**src/rtl/jtcps1_tilemap_render_if.sv**
```systemverilog
// Memory and line-buffer bus between the CPS1 scroll-layer line renderer and
// its VRAM, graphics ROM and layer line buffer.
interface jtcps1_tilemap_render_if;
  logic [23:0] vram_addr;
  logic [15:0] vram_data;
  logic        vram_ok;
  logic        vram_cs;
  logic [21:0] rom_addr;
  logic [15:0] rom_data;
  logic        rom_ok;
  logic        rom_cs;
  logic [8:0]  buf_addr;
  logic [8:0]  buf_data;
  logic        buf_wr;

  modport master (
    output vram_addr, vram_cs,
    input  vram_data, vram_ok,
    output rom_addr, rom_cs,
    input  rom_data, rom_ok,
    output buf_addr, buf_data, buf_wr
  );

  modport slave (
    input  vram_addr, vram_cs,
    output vram_data, vram_ok,
    input  rom_addr, rom_cs,
    output rom_data, rom_ok,
    input  buf_addr, buf_data, buf_wr
  );
endinterface

```
**src/rtl/jtcps1_tilemap_render.sv**
```systemverilog
// CPS1 scroll-layer line renderer: walks one scan line of SIZE x SIZE tiles
// through VRAM and graphics ROM into the layer line buffer.
// Define JTCPS1_ROWSCROLL_EN to add the per-line row-scroll fetch.
module jtcps1_tilemap_render #(
  parameter int SIZE  = 8,
  parameter int LINEW = 384
) (
  input  logic        clk,
  input  logic        rst,
  input  logic [8:0]  v,
  input  logic [15:0] vram_base,
  input  logic [15:0] hpos,
  input  logic [15:0] vpos,
  input  logic [15:0] rowscr_base,
  input  logic        start,
  output logic        done,
  jtcps1_tilemap_render_if.master bus
);

  localparam int SB  = $clog2(SIZE);
  localparam int WB  = SB - 2;
  localparam int WPT = SIZE / 4;
  localparam logic [10:0] MAP_MASK = 11'((1 << (SB + 6)) - 1);
  localparam logic [10:0] LINE_END = 11'(LINEW);

  if (SIZE != 8 && SIZE != 16 && SIZE != 32) begin : g_bad_size
    $error("jtcps1_tilemap_render: SIZE must be 8, 16 or 32");
  end

  typedef enum logic [2:0] {
    ST_IDLE,
    ST_ROWSCR,
    ST_MAP_CODE,
    ST_MAP_ATTR,
    ST_ROM_REQ,
    ST_DRAW,
    ST_DONE
  } state_e;

  state_e        state_q, state_d;
  logic [8:0]    v_q, v_d;
  logic [15:0]   vbase_q, vbase_d;
  logic [15:0]   hpos_q, hpos_d;
  logic [10:0]   vn_q, vn_d;
  logic [10:0]   hn_q, hn_d;
  logic [11:0]   x_q, x_d;        // two's-complement screen cursor
  logic [15:0]   code_q, code_d;
  logic [6:0]    attr_q, attr_d;
  logic [15:0]   word_q, word_d;
  logic [1:0]    pix_q, pix_d;
  logic [WB-1:0] widx_q, widx_d;
  logic          done_q, done_d;

  function automatic logic [10:0] origin_hn(input logic [15:0] h);
    return 11'(h & ~16'(SIZE - 1)) & MAP_MASK;
  endfunction

  function automatic logic [11:0] origin_x(input logic [15:0] h);
    return 12'd0 - 12'(h & 16'(SIZE - 1));
  endfunction

  logic [5:0]    col, row;
  logic [11:0]   scan;
  logic [23:0]   map_addr;
  logic [SB-1:0] trow;
  logic [WB-1:0] widx_rom;
  logic [3:0]    pixel;
  logic [11:0]   x_nx;
  logic [15:0]   hsum;
  logic          hflip, vflip, on_line, line_end;

  assign hflip    = attr_q[5];
  assign vflip    = attr_q[6];
  assign col      = 6'(hn_q >> SB);
  assign row      = 6'(vn_q >> SB);
  assign scan     = {row[5], col, row[4:0]};
  assign map_addr = {vbase_q, 8'd0} + {11'd0, scan, 1'b0};
  assign trow     = vflip ? ~vn_q[SB-1:0] : vn_q[SB-1:0];
  assign widx_rom = hflip ? WB'(WPT - 1) - widx_q : widx_q;
  // Pixel planes are interleaved one bit per nibble; hflip walks the word from the top.
  assign pixel    = hflip ? {word_q[15], word_q[11], word_q[7], word_q[3]}
                          : {word_q[12], word_q[8],  word_q[4], word_q[0]};
  assign x_nx     = x_q + 12'd1;
  assign on_line  = !x_q[11] && (x_q[10:0] < LINE_END);
  assign line_end = !x_nx[11] && (x_nx[10:0] >= LINE_END);
  assign hsum     = hpos_q + bus.vram_data;
  assign done     = done_q;

  // NOTE: sequential state uses non-blocking assignments so every register samples pre-edge values.
  always_ff @(posedge clk or posedge rst) begin
    if (rst) begin
      state_q <= ST_IDLE;
      v_q     <= '0;
      vbase_q <= '0;
      hpos_q  <= '0;
      vn_q    <= '0;
      hn_q    <= '0;
      x_q     <= '0;
      code_q  <= '0;
      attr_q  <= '0;
      word_q  <= '0;
      pix_q   <= '0;
      widx_q  <= '0;
      done_q  <= 1'b0;
    end else begin
      state_q <= state_d;
      v_q     <= v_d;
      vbase_q <= vbase_d;
      hpos_q  <= hpos_d;
      vn_q    <= vn_d;
      hn_q    <= hn_d;
      x_q     <= x_d;
      code_q  <= code_d;
      attr_q  <= attr_d;
      word_q  <= word_d;
      pix_q   <= pix_d;
      widx_q  <= widx_d;
      done_q  <= done_d;
    end
  end

  // NOTE: every signal driven here gets a default first, so no path can infer a latch.
  always_comb begin
    state_d       = state_q;
    v_d           = v_q;
    vbase_d       = vbase_q;
    hpos_d        = hpos_q;
    vn_d          = vn_q;
    hn_d          = hn_q;
    x_d           = x_q;
    code_d        = code_q;
    attr_d        = attr_q;
    word_d        = word_q;
    pix_d         = pix_q;
    widx_d        = widx_q;
    done_d        = done_q;
    bus.vram_cs   = 1'b0;
    bus.vram_addr = '0;
    bus.rom_cs    = 1'b0;
    bus.rom_addr  = '0;
    bus.buf_wr    = 1'b0;
    bus.buf_addr  = '0;
    bus.buf_data  = '0;

    case (state_q)
      ST_IDLE: begin
        if (start) begin
          done_d  = 1'b0;
          v_d     = v;
          vbase_d = vram_base;
          hpos_d  = hpos;
          vn_d    = 11'(vpos + {7'd0, v}) & MAP_MASK;
          hn_d    = origin_hn(hpos);
          x_d     = origin_x(hpos);
`ifdef JTCPS1_ROWSCROLL_EN
          state_d = ST_ROWSCR;
`else
          state_d = ST_MAP_CODE;
`endif
        end
      end

      ST_ROWSCR: begin
        bus.vram_cs   = 1'b1;
        bus.vram_addr = {rowscr_base, 8'd0} + {15'd0, v_q};
        if (bus.vram_ok) begin
          hpos_d  = hsum;
          hn_d    = origin_hn(hsum);
          x_d     = origin_x(hsum);
          state_d = ST_MAP_CODE;
        end
      end

      ST_MAP_CODE: begin
        bus.vram_cs   = 1'b1;
        bus.vram_addr = map_addr;
        if (bus.vram_ok) begin
          code_d  = bus.vram_data;
          state_d = ST_MAP_ATTR;
        end
      end

      ST_MAP_ATTR: begin
        bus.vram_cs   = 1'b1;
        bus.vram_addr = map_addr + 24'd1;
        if (bus.vram_ok) begin
          attr_d  = bus.vram_data[6:0];
          widx_d  = '0;
          state_d = ST_ROM_REQ;
        end
      end

      ST_ROM_REQ: begin
        bus.rom_cs   = 1'b1;
        bus.rom_addr = 22'({code_q, trow, widx_rom});
        if (bus.rom_ok) begin
          word_d  = bus.rom_data;
          pix_d   = '0;
          state_d = ST_DRAW;
        end
      end

      ST_DRAW: begin
        bus.buf_addr = x_q[8:0];
        bus.buf_data = {attr_q[4:0], pixel};
        bus.buf_wr   = on_line && (pixel != 4'hF);
        word_d       = hflip ? (word_q << 1) : (word_q >> 1);
        x_d          = x_nx;
        pix_d        = pix_q + 2'd1;
        if (pix_q == 2'd3) begin
          if (line_end) begin
            done_d  = 1'b1;
            state_d = ST_DONE;
          end else if (widx_q == WB'(WPT - 1)) begin
            hn_d    = (hn_q + 11'(SIZE)) & MAP_MASK;
            state_d = ST_MAP_CODE;
          end else begin
            widx_d  = widx_q + WB'(1);
            state_d = ST_ROM_REQ;
          end
        end
      end

      ST_DONE: state_d = ST_IDLE;

      default: state_d = ST_IDLE;
    endcase
  end

endmodule

```
**src/flat_wrapper.sv**
```systemverilog
// flat-port wrapper written by rule: the top's interface ports become plain ports
module jtcps1_tilemap_render_flat 
#(
  parameter int SIZE  = 8,
  parameter int LINEW = 384
)
  (clk, rst, v, vram_base, hpos, vpos, rowscr_base, start, done, bus_vram_addr, bus_vram_cs, bus_vram_data, bus_vram_ok, bus_rom_addr, bus_rom_cs, bus_rom_data, bus_rom_ok, bus_buf_addr, bus_buf_data, bus_buf_wr);
  jtcps1_tilemap_render_if bus_i ();
  input  logic clk;
  input  logic rst;
  input  logic [8:0] v;
  input  logic [15:0] vram_base;
  input  logic [15:0] hpos;
  input  logic [15:0] vpos;
  input  logic [15:0] rowscr_base;
  input  logic start;
  output logic done;
  output wire logic [$bits(bus_i.vram_addr)-1:0] bus_vram_addr;
  output wire logic [$bits(bus_i.vram_cs)-1:0] bus_vram_cs;
  input wire logic [$bits(bus_i.vram_data)-1:0] bus_vram_data;
  input wire logic [$bits(bus_i.vram_ok)-1:0] bus_vram_ok;
  output wire logic [$bits(bus_i.rom_addr)-1:0] bus_rom_addr;
  output wire logic [$bits(bus_i.rom_cs)-1:0] bus_rom_cs;
  input wire logic [$bits(bus_i.rom_data)-1:0] bus_rom_data;
  input wire logic [$bits(bus_i.rom_ok)-1:0] bus_rom_ok;
  output wire logic [$bits(bus_i.buf_addr)-1:0] bus_buf_addr;
  output wire logic [$bits(bus_i.buf_data)-1:0] bus_buf_data;
  output wire logic [$bits(bus_i.buf_wr)-1:0] bus_buf_wr;
  assign bus_vram_addr = bus_i.vram_addr;
  assign bus_vram_cs = bus_i.vram_cs;
  assign bus_i.vram_data = bus_vram_data;
  assign bus_i.vram_ok = bus_vram_ok;
  assign bus_rom_addr = bus_i.rom_addr;
  assign bus_rom_cs = bus_i.rom_cs;
  assign bus_i.rom_data = bus_rom_data;
  assign bus_i.rom_ok = bus_rom_ok;
  assign bus_buf_addr = bus_i.buf_addr;
  assign bus_buf_data = bus_i.buf_data;
  assign bus_buf_wr = bus_i.buf_wr;
  jtcps1_tilemap_render #(.SIZE(SIZE), .LINEW(LINEW)) u_core (.clk(clk), .rst(rst), .v(v), .vram_base(vram_base), .hpos(hpos), .vpos(vpos), .rowscr_base(rowscr_base), .start(start), .done(done), .bus(bus_i));
endmodule
```
**config.mk**
```make
export PLATFORM = sky130hd
export DESIGN_NAME = jtcps1_tilemap_render_flat
export DESIGN_NICKNAME = d
export VERILOG_FILES = /design/src/rtl/jtcps1_tilemap_render_if.sv /design/src/rtl/jtcps1_tilemap_render.sv /design/src/flat_wrapper.sv
export SDC_FILE = /design/constraint.sdc
export NUM_CORES = 1
export LEC_CHECK = 0
export BUFFER_PORTS_ARGS = -buffer_cell sky130_fd_sc_hd__buf_2
export CAP_MARGIN = 20
export CELL_PAD_IN_SITES_DETAIL_PLACEMENT = 0
export CELL_PAD_IN_SITES_GLOBAL_PLACEMENT = 1
export CORE_MARGIN = 2
export CORE_UTILIZATION = 36
export DETAILED_ROUTE_END_ITERATION = 12
export PLACE_DENSITY = 0.87
export SLEW_MARGIN = 10
export SYNTH_ARGS = -nofsm -noshare
export SYNTH_HDL_FRONTEND = slang
export SYNTH_SLANG_ARGS = --single-unit
export TNS_END_PERCENT = 100
```
**constraint.sdc**
```tcl
create_clock -name clk -period 2.6 [get_ports clk]
set_input_delay 0 -clock clk [delete_from_list [all_inputs] [get_ports clk]]
set_output_delay 0 -clock clk [all_outputs]
set_load 0.05 [all_outputs]
```
After elaboration in Yosys (flattened, before gate mapping)
Index checks and enable logic that the tools add are counted.

Register bits after elaboration: 117. Bits of input ports: 110. Output and inout port bits: 68. Logic and storage cells: 111.

$add $sub $neg: 12. $lt $le $gt $ge: 2. Equality and inequality tests: 16. Muxes and demuxes: 45. Bitwise logic cells: 1. Reduce and logical (&&, ||, !) cells: 22.

Operators with widths (number): $pmux 24 s3 (1); $mux 16 (4); $pmux 16 s2 (2); $mux 9 (7); $pmux 12 s3 (1); $mux 3 (9); $pmux 9 s3 (1); $add 24x1->24 const B (1); $add 24x13->24 (1); $add 24x9->24 (1); $mux 12 (2); $mux 20 (1); $pmux 3 s6 (1); $add 16x16->16 (1); $add 12x1->12 const B (1); $ne 2x2->1 const B (6); $reduce_and 6->1 (2); $ge 11x9->1 const B (1); $lt 11x9->1 const B (1); $mux 1 (11); $add 9x4->9 const B (1); $add 9x9->9 (1); $reduce_and 2->1 (4); $reduce_and 4->1 (2); 22 further kinds (35).

Longest topological paths before layout
Gate-level depths: netlist of the first run.

Word-level depth: 6. Depth in mapped cells: 9. Mapped depth without buffers: 9.

Worst setup path after synthesis of the first run
OpenSTA, ideal clock, no wires.

Path kind: reg-to-output. From: register u_core.hn_q[5]. To: output bus_vram_addr[16]. Data arrival time: 2.556 ns. Data required time: 2.600 ns. Slack: 0.044 ns. Cell stages (with the launch flop): 9. Buffers on the path: 0. Cells stage by stage: dfrtp_1 > ha_1 > fa_1 > a21oi_1 > o21bai_1 > a21oi_1 > nor3b_1 > xnor2_1 > o22ai_1.

Longest elaborated chain between the ends: 3.

Ends and longest elaborated chain: from (decl) (line jtcps1_tilemap_render.sv:45) `logic [10:0] hn_q, hn_d;`; from (signal assigned) (line jtcps1_tilemap_render.sv:111) `hn_q <= hn_d;`; $add 24x13->24 * (line jtcps1_tilemap_render.sv:77) `assign map_addr = {vbase_q, 8'd0} + {11'd0, scan, 1'b0};`; $add 24x1->24 (line jtcps1_tilemap_render.sv:185) `bus.vram_addr = map_addr + 24'd1;`; $pmux 24 s3 * (line jtcps1_tilemap_render.sv:145) `case (state_q)`; to (decl) (line flat_wrapper.sv:18) `output wire logic [$bits(bus_i.vram_addr)-1:0] bus_vram_addr;`.

Every way passes the cells marked *; elsewhere a longest branch is shown, timed or not.

Final worst setup path of the first run
From: register u_core.hpos_q[0]. To: register u_core.hn_q[8].

Longest elaborated chain between the ends: 3.

Ends and longest elaborated chain: from (decl) (line jtcps1_tilemap_render.sv:43) `logic [15:0] hpos_q, hpos_d;`; from (signal assigned) (line jtcps1_tilemap_render.sv:109) `hpos_q <= hpos_d;`; $add 16x16->16 (line jtcps1_tilemap_render.sv:86) `assign hsum = hpos_q + bus.vram_data;`; $mux 9 (line jtcps1_tilemap_render.sv:166) `if (bus.vram_ok) begin`; $pmux 9 s3 (line jtcps1_tilemap_render.sv:145).

Every way passes these cells. The select of a mux whose other input is x is not followed. A chain may end at the register's enable or synchronous reset.

==> flow_metrics.env, run 1 <==
export IMPL_ys_seq_area_share_pct=38.5
export IMPL_grt_usage_pct=18.7
export IMPL_hold_depth=3
export IMPL_layout_drive_gt1_share_pct=24.6
export IMPL_placementRows=50
export IMPL_antenna_found_initial=0
export IMPL_tns_ps=0
export IMPL_core_area_um2=18800
export IMPL_critPathLaunchType="flop"
export IMPL_wl_per_cell_um=15.0
export IMPL_vias=6515
export IMPL_slew_headroom_pct=59.1
export IMPL_cap_violations=0
export IMPL_synth_area_um2=6950
export IMPL_grt_pass1_vias=6140
export IMPL_maxSlewViolCount=0
export IMPL_dr_pass1_iters=8
export IMPL_htreeDepth=3
export IMPL_critPathMaxFanout=3
export IMPL_worstSetupPathType="reg -> reg"
export IMPL_peakVddDrop_mv=0.682
export IMPL_dieWidth_um=143
export IMPL_cpMaxStageDelayCell="dfrtp_1"
export IMPL_synthCells=803
export IMPL_async_flop_share_pct=100
export IMPL_dp_hpwl_mm=13.9
export IMPL_start_util_pct=36.9
export IMPL_p_per_area_nw_per_um2=1170
export IMPL_arrival_ps=2730
export IMPL_setup_viol=0
export IMPL_io_pins=178
export IMPL_critPathMaxStageDelay_ps=390
export IMPL_hold_ws_ps=24.8
export IMPL_r2r_cells=8
export IMPL_pre_cts_ws_ps=32.0
export IMPL_io_buffers=161
export IMPL_synth_area_per_cell_um2=8.66
export IMPL_drtAntennaViolNets=0
export IMPL_dp_cells=1210
export IMPL_dpl_cell_area_um2=8150
export IMPL_post_route_drc_count=0
export IMPL_synth_ff_type="dfrtp_1"
export IMPL_hp_class="in -> reg"
export IMPL_cp_buffers_inverters=0
export IMPL_design_area_um2=9190
export IMPL_crit_cells=8
export IMPL_final_period_utilization_pct=96.7
export IMPL_clock_sinks=107
export IMPL_multi_input_area_um2=4050
export IMPL_finalHoldViolations=0
export IMPL_final_nets=1171
export IMPL_worstMarginPinSlew_ps=613
export IMPL_grt_first_pass_wirelength_mm=30.4
export IMPL_period_needed_ps=2510
export IMPL_routed_wl_mm=19.4
export IMPL_status="complete, no violations"
export IMPL_drt_iter0_drc=352
export IMPL_place_gp_congestion=0.874
export IMPL_avgViaCountPerCell=5.03
export IMPL_n_fill_cell=1820
export IMPL_ff_latch_area_um2=2680
export IMPL_yosysUniqueCellTypes=57
export IMPL_max_freq_mhz=398
export IMPL_p_leak_nw=4.40
export IMPL_cts_buffer_depth=2
export IMPL_synth_edf_count=0
export IMPL_syn_to_final_growth_pct=32.2
export IMPL_path_cells="ha_1, fa_2, a211oi_2, o21ai_0, a31oi_1, xnor3_1, a222oi_1, mux2i_1"
export IMPL_fin_skew_ps=8.45
export IMPL_timing_final_ws_setup_ps=85.9
export IMPL_cp_required_ps=2820
export IMPL_n_antenna_cell=0
export IMPL_synth_seq_cells=107
export IMPL_total_power_mw=10.7
export IMPL_fin_util_pct=48.8
export IMPL_die_h_um=143
export IMPL_yosys_warnings=0
export IMPL_root_buffer="clkbuf_16"
export IMPL_grt_max_degree=49
export IMPL_die_area_um2=20400
export IMPL_stdcell_count=1294
export IMPL_rsz0062_at_grt="false"
export IMPL_cts_clk_slew_worst_paths_ps=70
export IMPL_cts_buffers=9
export IMPL_grt_ovfl_total=0
export IMPL_cts_tree="yes"
export IMPL_cp_top_family="compound AO/OA/AOI/OAI gates"
export IMPL_clk_latency_ps=350
export IMPL_endpoint_kind="flop"
[synthesized netlist by cell type (3+ instances only)]
library cell | instances | area (um^2)
xor2_1 | 20 | 175
a222oi_1 | 4 | 40.0
o21ai_0 | 49 | 245
o21ai_1 | 3 | 15.0
nand4_1 | 9 | 56.3
buf_1 | 7 | 26.3
nor2b_1 | 6 | 37.5
nand2_1 | 141 | 529
nand2b_1 | 7 | 43.8
mux2_2 | 26 | 293
o22ai_1 | 15 | 93.8
and2_1 | 19 | 119
ha_1 | 28 | 350
nand3_1 | 19 | 95.1
nor3_1 | 13 | 65.1
o22a_1 | 6 | 52.6
a31oi_1 | 9 | 56.3
a21o_1 | 7 | 52.6
o31ai_1 | 4 | 30.0
dfrtp_1 | 107 | 2680
a211oi_1 | 4 | 30.0
a21oi_1 | 57 | 285
and3_1 | 18 | 113
o21bai_1 | 5 | 37.5
nor3b_1 | 4 | 30.0
mux2i_1 | 20 | 200
a22o_1 | 10 | 87.6
xnor2_1 | 33 | 289
or2_2 | 4 | 25.0
nor2_1 | 55 | 206
inv_1 | 21 | 78.8
fa_1 | 3 | 60.1
nor4_1 | 4 | 25.0
clkbuf_1 | 34 | 128
o21a_1 | 3 | 22.5
mux2_4 | 3 | 45.0
[power by group]
| group | total (mW) | internal (mW) | switching (mW) | leakage (nW) |
|---|---|---|---|---|
| logic | 6.13 | 2.34 | 3.79 | 2.96 |
| clock network | 1.45 | 0.838 | 0.615 | 0.152 |
| registers | 3.14 | 2.44 | 0.691 | 1.29 |
| total | 10.7 | 5.63 | 5.09 | 4.40 |
[repair_timing]
| item | 4_1_cts | 5_1_grt |
|---|---|---|
| buffers inserted | 0 | 2 |
| resized for setup | 5 | 11 |
| pin swaps | 0 | 3 |
| endpoints found under the setup margin | 5 | 26 |
| hold endpoints to repair | 98 | 0 |
| hold buffers | 67 | 0 |
[cells by family after synthesis]
family	after synthesis	share of synthesized area [%]
xor+xnor	54	7.00
mux	49	7.74
buf+inv	66	3.80
other cells	1	0.0539
simple gates	307	20.4
flops	107	38.5
fa+ha+maj	31	5.90
compound gates	188	16.6
[final timing paths]
check                                        startpoint                       endpoint  slack (ps)
hold / removal                                  hpos[2]   u_core.hpos_q[2]$_DFFE_PP0P_          20
min in group asynchronous                           rst   u_core.word_q[3]$_DFFE_PP0P_         260
hold reg to reg               u_core.v_q[0]$_DFFE_PP0P_      u_core.v_q[0]$_DFFE_PP0P_         480
max in group asynchronous                           rst  u_core.vbase_q[6]$_DFFE_PP0P_        1580
setup reg to reg           u_core.hpos_q[0]$_DFFE_PP0P_     u_core.hn_q[8]$_DFFE_PP0P_          90
setup / recovery           u_core.hpos_q[0]$_DFFE_PP0P_     u_core.hn_q[8]$_DFFE_PP0P_          90
[tightest hold or removal path, stage by stage]
cell and delay, ps:
buf_2 120, a21oi_1 120, o21ai_0 90
[cell type report]
class / count / area share [%]
Sequential cell: 107 / 29.1
Clock buffer: 10 / 2.49
Multi-Input combinational cell: 631 / 44.1
Timing Repair Buffer: 260 / 19.0
Inverter: 21 / 0.939
Tap cell: 260 / 3.54
Clock inverter: 5 / 0.857
[layer usage]
metal  GRT usage [%]  routed length, um  up-vias
li1                -                  -     3267
met1            25.3               9070     3064
met2            30.5               9100      161
met3            2.95                891       23
met4            6.62                327        0
met5               0                  0        -
[state kept, by name, indices dropped and copies added (netlist names)]
| name | cells |
|---|---|
| u_core.vbase_q | 16 |
| u_core.word_q | 16 |
| u_core.hn_q | 6 |
| u_core.attr_q | 7 |
| u_core.x_q | 12 |
| u_core.widx_q | 1 |
| u_core.hpos_q | 9 |
| u_core.state_q | 3 |
| u_core.code_q | 16 |
| u_core.done | 1 |
| u_core.vn_q | 9 |
| u_core.pix_q | 2 |
| u_core.v_q | 9 |
[cells in the final DEF, fill, tap and decap left out, drive strengths merged, types with 28 or more instances in the layout]
cell         instances
buf                192
nand2              141
dfrtp              107
dlygate4sd3         67
a21oi               58
nor2                55
o21ai               52
xnor2               33
mux2                29
ha                  28
No activity file was read; power rests on OpenSTA's default activity.
==> inputs of run 2 (changes only) <==
Settings changed: RECOVER_POWER set to 100.
==> flow_metrics.env, run 2 (synthesis gave the netlist of run 1 again) <==
export IMPL_cpMaxStageDelayCell="dfrtp_1"
export IMPL_drtAntennaViolNets=0
export IMPL_period_needed_ps=2510
export IMPL_grt_ovfl_total=0
export IMPL_fin_skew_ps=8.16
export IMPL_root_buffer="clkbuf_16"
export IMPL_routed_wl_mm=19.3
export IMPL_final_nets=1171
export IMPL_dp_hpwl_mm=13.9
export IMPL_critPathMaxFanout=3
export IMPL_p_leak_nw=4.24
export IMPL_grt_max_degree=49
export IMPL_critPathLaunchType="flop"
export IMPL_rsz0062_at_grt="false"
export IMPL_largestRegisters="u_core.code_q: 16 flops, u_core.vbase_q: 16 flops, u_core.word_q: 16 flops"
export IMPL_vias=6526
export IMPL_ff_latch_area_um2=2680
export IMPL_peakVddDrop_mv=0.667
export IMPL_hp_class="in -> reg"
export IMPL_clk_latency_ps=350
export IMPL_arrival_ps=2730
export IMPL_start_util_pct=36.9
export IMPL_drt_iter0_drc=351
export IMPL_cts_clk_slew_worst_paths_ps=70
export IMPL_die_area_um2=20400
export IMPL_placementRows=50
export IMPL_die_h_um=143
export IMPL_io_pins=178
export IMPL_io_buffers=161
export IMPL_cts_buffer_depth=2
export IMPL_place_gp_congestion=0.874
export IMPL_finalHoldViolations=0
export IMPL_layout_drive_gt1_share_pct=21.7
export IMPL_slew_headroom_pct=21.9
export IMPL_post_route_drc_count=0
export IMPL_dr_pass1_iters=7
export IMPL_grt_usage_pct=18.7
export IMPL_status="complete, no violations"
export IMPL_dpl_cell_area_um2=8150
export IMPL_htreeDepth=3
export IMPL_grt_pass1_vias=6140
export IMPL_syn_to_final_growth_pct=30.9
export IMPL_cts_tree="yes"
export IMPL_dp_cells=1210
export IMPL_final_common_cell="nand2_1"
export IMPL_clock_sinks=107
export IMPL_avgViaCountPerCell=5.04
export IMPL_stdcell_count=1294
export IMPL_dieWidth_um=143
export IMPL_max_freq_mhz=399
export IMPL_critPathMaxStageDelay_ps=390
export IMPL_maxSlewViolCount=0
export IMPL_setup_viol=0
export IMPL_cts_buffers=9
export IMPL_cp_required_ps=2820
export IMPL_endpoint_kind="flop"
export IMPL_n_fill_cell=1846
export IMPL_final_period_utilization_pct=96.4
export IMPL_worstMarginPinSlew_ps=1170
export IMPL_cap_violations=0
export IMPL_worstSetupPathType="reg -> reg"
export IMPL_layout_common_cells="nand2_1, dfrtp_1, buf_2"
export IMPL_p_per_area_nw_per_um2=1170
export IMPL_antenna_found_initial=0
export IMPL_core_area_um2=18800
export IMPL_path_cells="ha_1, fa_2, a211oi_2, o21ai_0, a31oi_1, xnor3_1, a222oi_1, mux2i_1"
export IMPL_multi_input_area_um2=4040
export IMPL_tns_ps=0
export IMPL_wl_per_cell_um=14.9
export IMPL_design_area_um2=9110
export IMPL_grt_first_pass_wirelength_mm=30.4
export IMPL_n_antenna_cell=0
==> run 2: layout make-up <==
class                           instances  share of cell area, %
Clock buffer                           10                   2.51
Inverter                               21                  0.921
Clock inverter                          5                  0.866
Tap cell                              260                   3.57
Timing Repair Buffer                  260                   18.4
Multi-Input combinational cell        631                   44.4
Sequential cell                       107                   29.4
==> run 2: final timing paths <==
check / from / end / slack, ps / cells past startpoint
worst max-delay path: u_core.hpos_q[0]$_DFFE_PP0P_ / u_core.hn_q[8]$_DFFE_PP0P_ / 90 / 8
min in group asynchronous: rst / u_core.word_q[4]$_DFFE_PP0P_ / 420 / 3
worst max register to register: u_core.hpos_q[0]$_DFFE_PP0P_ / u_core.hn_q[8]$_DFFE_PP0P_ / 90 / 8
worst min register to register: u_core.v_q[6]$_DFFE_PP0P_ / u_core.v_q[6]$_DFFE_PP0P_ / 480 / 2
worst min-delay path: hpos[2] / u_core.hpos_q[2]$_DFFE_PP0P_ / 20 / 3
max in group asynchronous: rst / u_core.hpos_q[8]$_DFFE_PP0P_ / 520 / 4
==> run 2: critical path, delay by kind of cell (launching register included) <==
family | cells | cell delay [ps]
AOI/OAI and AO/OA | 4 | 990
adders and majority gates | 2 | 600
DFF | 1 | 390
xor gates and xnor gates | 1 | 270
muxes | 1 | 120
==> run 2: through the flow <==
step                      setup slack (ps)  hold slack, ps  power, mW  utilization, %
after CTS                             2.28            8.22       10.7            48.6
after floorplan                       43.6             105       7.54               -
final                                 94.7            23.6       10.6            48.4
after detailed placement              32.0             114       9.08            43.3
after global routing                  6.63            67.4       11.4            48.4
after global placement                86.4             112       8.96            43.3
==> run 2: what timing repair did <==
action / in CTS / in global routing
resized for setup: 5 / 11
endpoints found under the hold margin: 98 / 0
setup buffers: 0 / 2
hold buffers: 67 / 0
pin swaps: 0 / 3
setup endpoints to repair: 5 / 26
==> run 2: where the power goes <==
group	internal, mW	total [mW]	switching [mW]
logic	2.26	6.04	3.79
clock network	0.838	1.46	0.617
registers	2.44	3.13	0.686
==> run 2: metal layers <==
metal | wire length, um | share of wire [%] | up-vias | GRT usage, %
li1 | - | - | 3272 | -
met1 | 8990 | 47 | 3070 | 25.3
met2 | 9090 | 47 | 161 | 30.5
met3 | 891 | 4.6 | 23 | 2.95
met4 | 328 | 1.7 | 0 | 6.62
met5 | 0 | 0 | - | 0
==> inputs of run 3 (changes only) <==
Settings changed: PLACE_DENSITY 0.87 to unset, PLACE_DENSITY_LB_ADDON set to 0.1.
==> flow_metrics.env, run 3 (synthesis gave the netlist of run 1 again) <==
export IMPL_routed_wl_mm=19.3
export IMPL_hp_start="bus_vram_data[5]"
export IMPL_antenna_found_initial=1
export IMPL_reg2reg_to="u_core.hn_q[8]$_DFFE_PP0P_"
export IMPL_grt_max_degree=61
export IMPL_hp_class="in -> reg"
export IMPL_cts_clk_slew_worst_paths_ps=70
export IMPL_drtAntennaViolNets=0
export IMPL_p_leak_nw=4.27
export IMPL_hold_depth=2
export IMPL_layout_common_cells="nand2_1, dfrtp_1, buf_2"
export IMPL_core_area_um2=18800
export IMPL_fin_skew_ps=7.29
export IMPL_start_util_pct=36.9
export IMPL_htreeDepth=3
export IMPL_drt_iter0_drc=258
export IMPL_timing_final_ws_setup_ps=108
export IMPL_die_area_um2=20400
export IMPL_p_per_area_nw_per_um2=1170
export IMPL_dp_hpwl_mm=14.1
export IMPL_design_area_um2=9110
export IMPL_hold_ws_ps=17.1
export IMPL_cts_tree="yes"
export IMPL_r2r_slack_ps=170
export IMPL_failed_checks="capacitance limit, slew limit"
export IMPL_layout_drive_gt1_share_pct=22.6
export IMPL_total_power_mw=10.6
export IMPL_avgViaCountPerCell=4.94
export IMPL_grt_pass1_vias=6166
export IMPL_dieWidth_um=143
export IMPL_post_route_drc_count=0
export IMPL_final_period_utilization_pct=95.8
export IMPL_grt_usage_pct=19.4
export IMPL_arrival_ps=2490
export IMPL_status="finished with violations"
export IMPL_wl_per_cell_um=14.9
export IMPL_hold_end="u_core.code_q[5]$_DFFE_PP0P_"
export IMPL_period_needed_ps=2490
export IMPL_finalHoldViolations=0
export IMPL_critPathMaxFanout=5
export IMPL_vias=6398
export IMPL_dpl_cell_area_um2=8160
export IMPL_crit_reg2reg_launch="u_core.hpos_q[0]$_DFFE_PP0P_"
export IMPL_worstSetupPathType="reg -> out"
export IMPL_max_freq_mhz=401
export IMPL_worstMarginPinSlew_ps=1530
export IMPL_dr_pass1_iters=7
export IMPL_grt_ovfl_total=0
export IMPL_setup_viol=0
export IMPL_final_nets=1171
export IMPL_slew_headroom_pct=-1.67
export IMPL_io_buffers=161
export IMPL_peakVddDrop_mv=0.952
export IMPL_maxSlewViolCount=61
export IMPL_endpoint_kind="output pin"
export IMPL_final_common_cell="nand2_1"
export IMPL_pre_cts_ws_ps=52.4
export IMPL_cts_buffers=9
export IMPL_clk_latency_ps=360
export IMPL_n_antenna_cell=0
export IMPL_critPathLaunchType="flop"
export IMPL_fin_util_pct=48.4
export IMPL_largestRegisters="u_core.code_q: 16 flops, u_core.vbase_q: 16 flops, u_core.word_q: 16 flops"
export IMPL_grt_first_pass_wirelength_mm=31.5
export IMPL_cp_required_ps=2600
export IMPL_cts_buffer_depth=2
export IMPL_clock_sinks=107
export IMPL_cap_violations=1
export IMPL_place_gp_congestion=0.802
export IMPL_r2r_cells=8
export IMPL_die_h_um=143
export IMPL_io_pins=178
export IMPL_root_buffer="clkbuf_16"
export IMPL_syn_to_final_growth_pct=31.0
export IMPL_placementRows=50
run 3: cell count changes in the layout (fill, tap and decap cells not counted), sizes merged:
cell	previous run	this run
buf	120	128
inv	19	22
clkbuf	83	77
bufinv	2	1
dlygate4sd3	67	66
clkinv	3	1
run 3: timing repair:
item	4_1_cts	5_1_grt
setup endpoints to repair	5	18
buffers inserted	1	2
hold buffers	65	1
pin swaps	0	7
resized for setup	4	16
hold endpoints to repair	177	1
run 3: cell type report:
type | count | area [um^2]
Sequential cell | 107 | 2680
Inverter | 21 | 80.1
Clock inverter | 5 | 60.1
Fill cell | 1906 | 9720
Timing Repair Buffer | 260 | 1680
Clock buffer | 11 | 243
Multi-Input combinational cell | 631 | 4050
Tap cell | 260 | 325
run 3: through the flow:
stage | std cells | TNS [ps]
after floorplan | 804 | 0
after global placement | 1209 | 0
after detailed placement | 1210 | 0
after CTS | 1292 | 0
after global routing | 1295 | -32.1
final | 1295 | 0
run 3: worst max-delay path by stage:
stage | from | endpoint | slack [ps] | cells after the start
after detailed placement | u_core.hpos_q[0]$_DFFE_PP0P_ | u_core.hn_q[8]$_DFFE_PP0P_ | 50 | 8
after CTS | u_core.hpos_q[0]$_DFFE_PP0P_ | u_core.hn_q[8]$_DFFE_PP0P_ | 4 | 8
after floorplan | u_core.hn_q[5]$_DFFE_PP0P_ | bus_vram_addr[16] | 40 | 8
final | u_core.vbase_q[0]$_DFFE_PP0P_ | bus_vram_addr[20] | 110 | 10
after global routing | u_core.vbase_q[0]$_DFFE_PP0P_ | bus_vram_addr[20] | -20 | 10
after global placement | u_core.hpos_q[0]$_DFFE_PP0P_ | u_core.hn_q[8]$_DFFE_PP0P_ | 70 | 8
run 3: where the power goes:
part	switching [mW]	total, mW	internal [mW]
combinational	3.77	6.09	2.32
sequential	0.674	3.12	2.44
clock	0.653	1.43	0.780
run 3: worst max-delay path, cell delays in order, from the launching register on:
cell      delay [ps]
dfrtp_1          400
ha_2             200
fa_2             380
a21oi_2          160
o21bai_2         100
a21oi_2          140
buf_6            130
nor3_1            60
xnor2_1          140
o22ai_1          200
buf_4            230
run 3: per-layer routing:
layer,vias up,track usage [%],routed length [um]
met5,-,0,11
met4,2,3.23,172
met3,15,4.86,995
met2,160,31.7,8720
met1,2961,26.4,9440
li1,3260,-,-
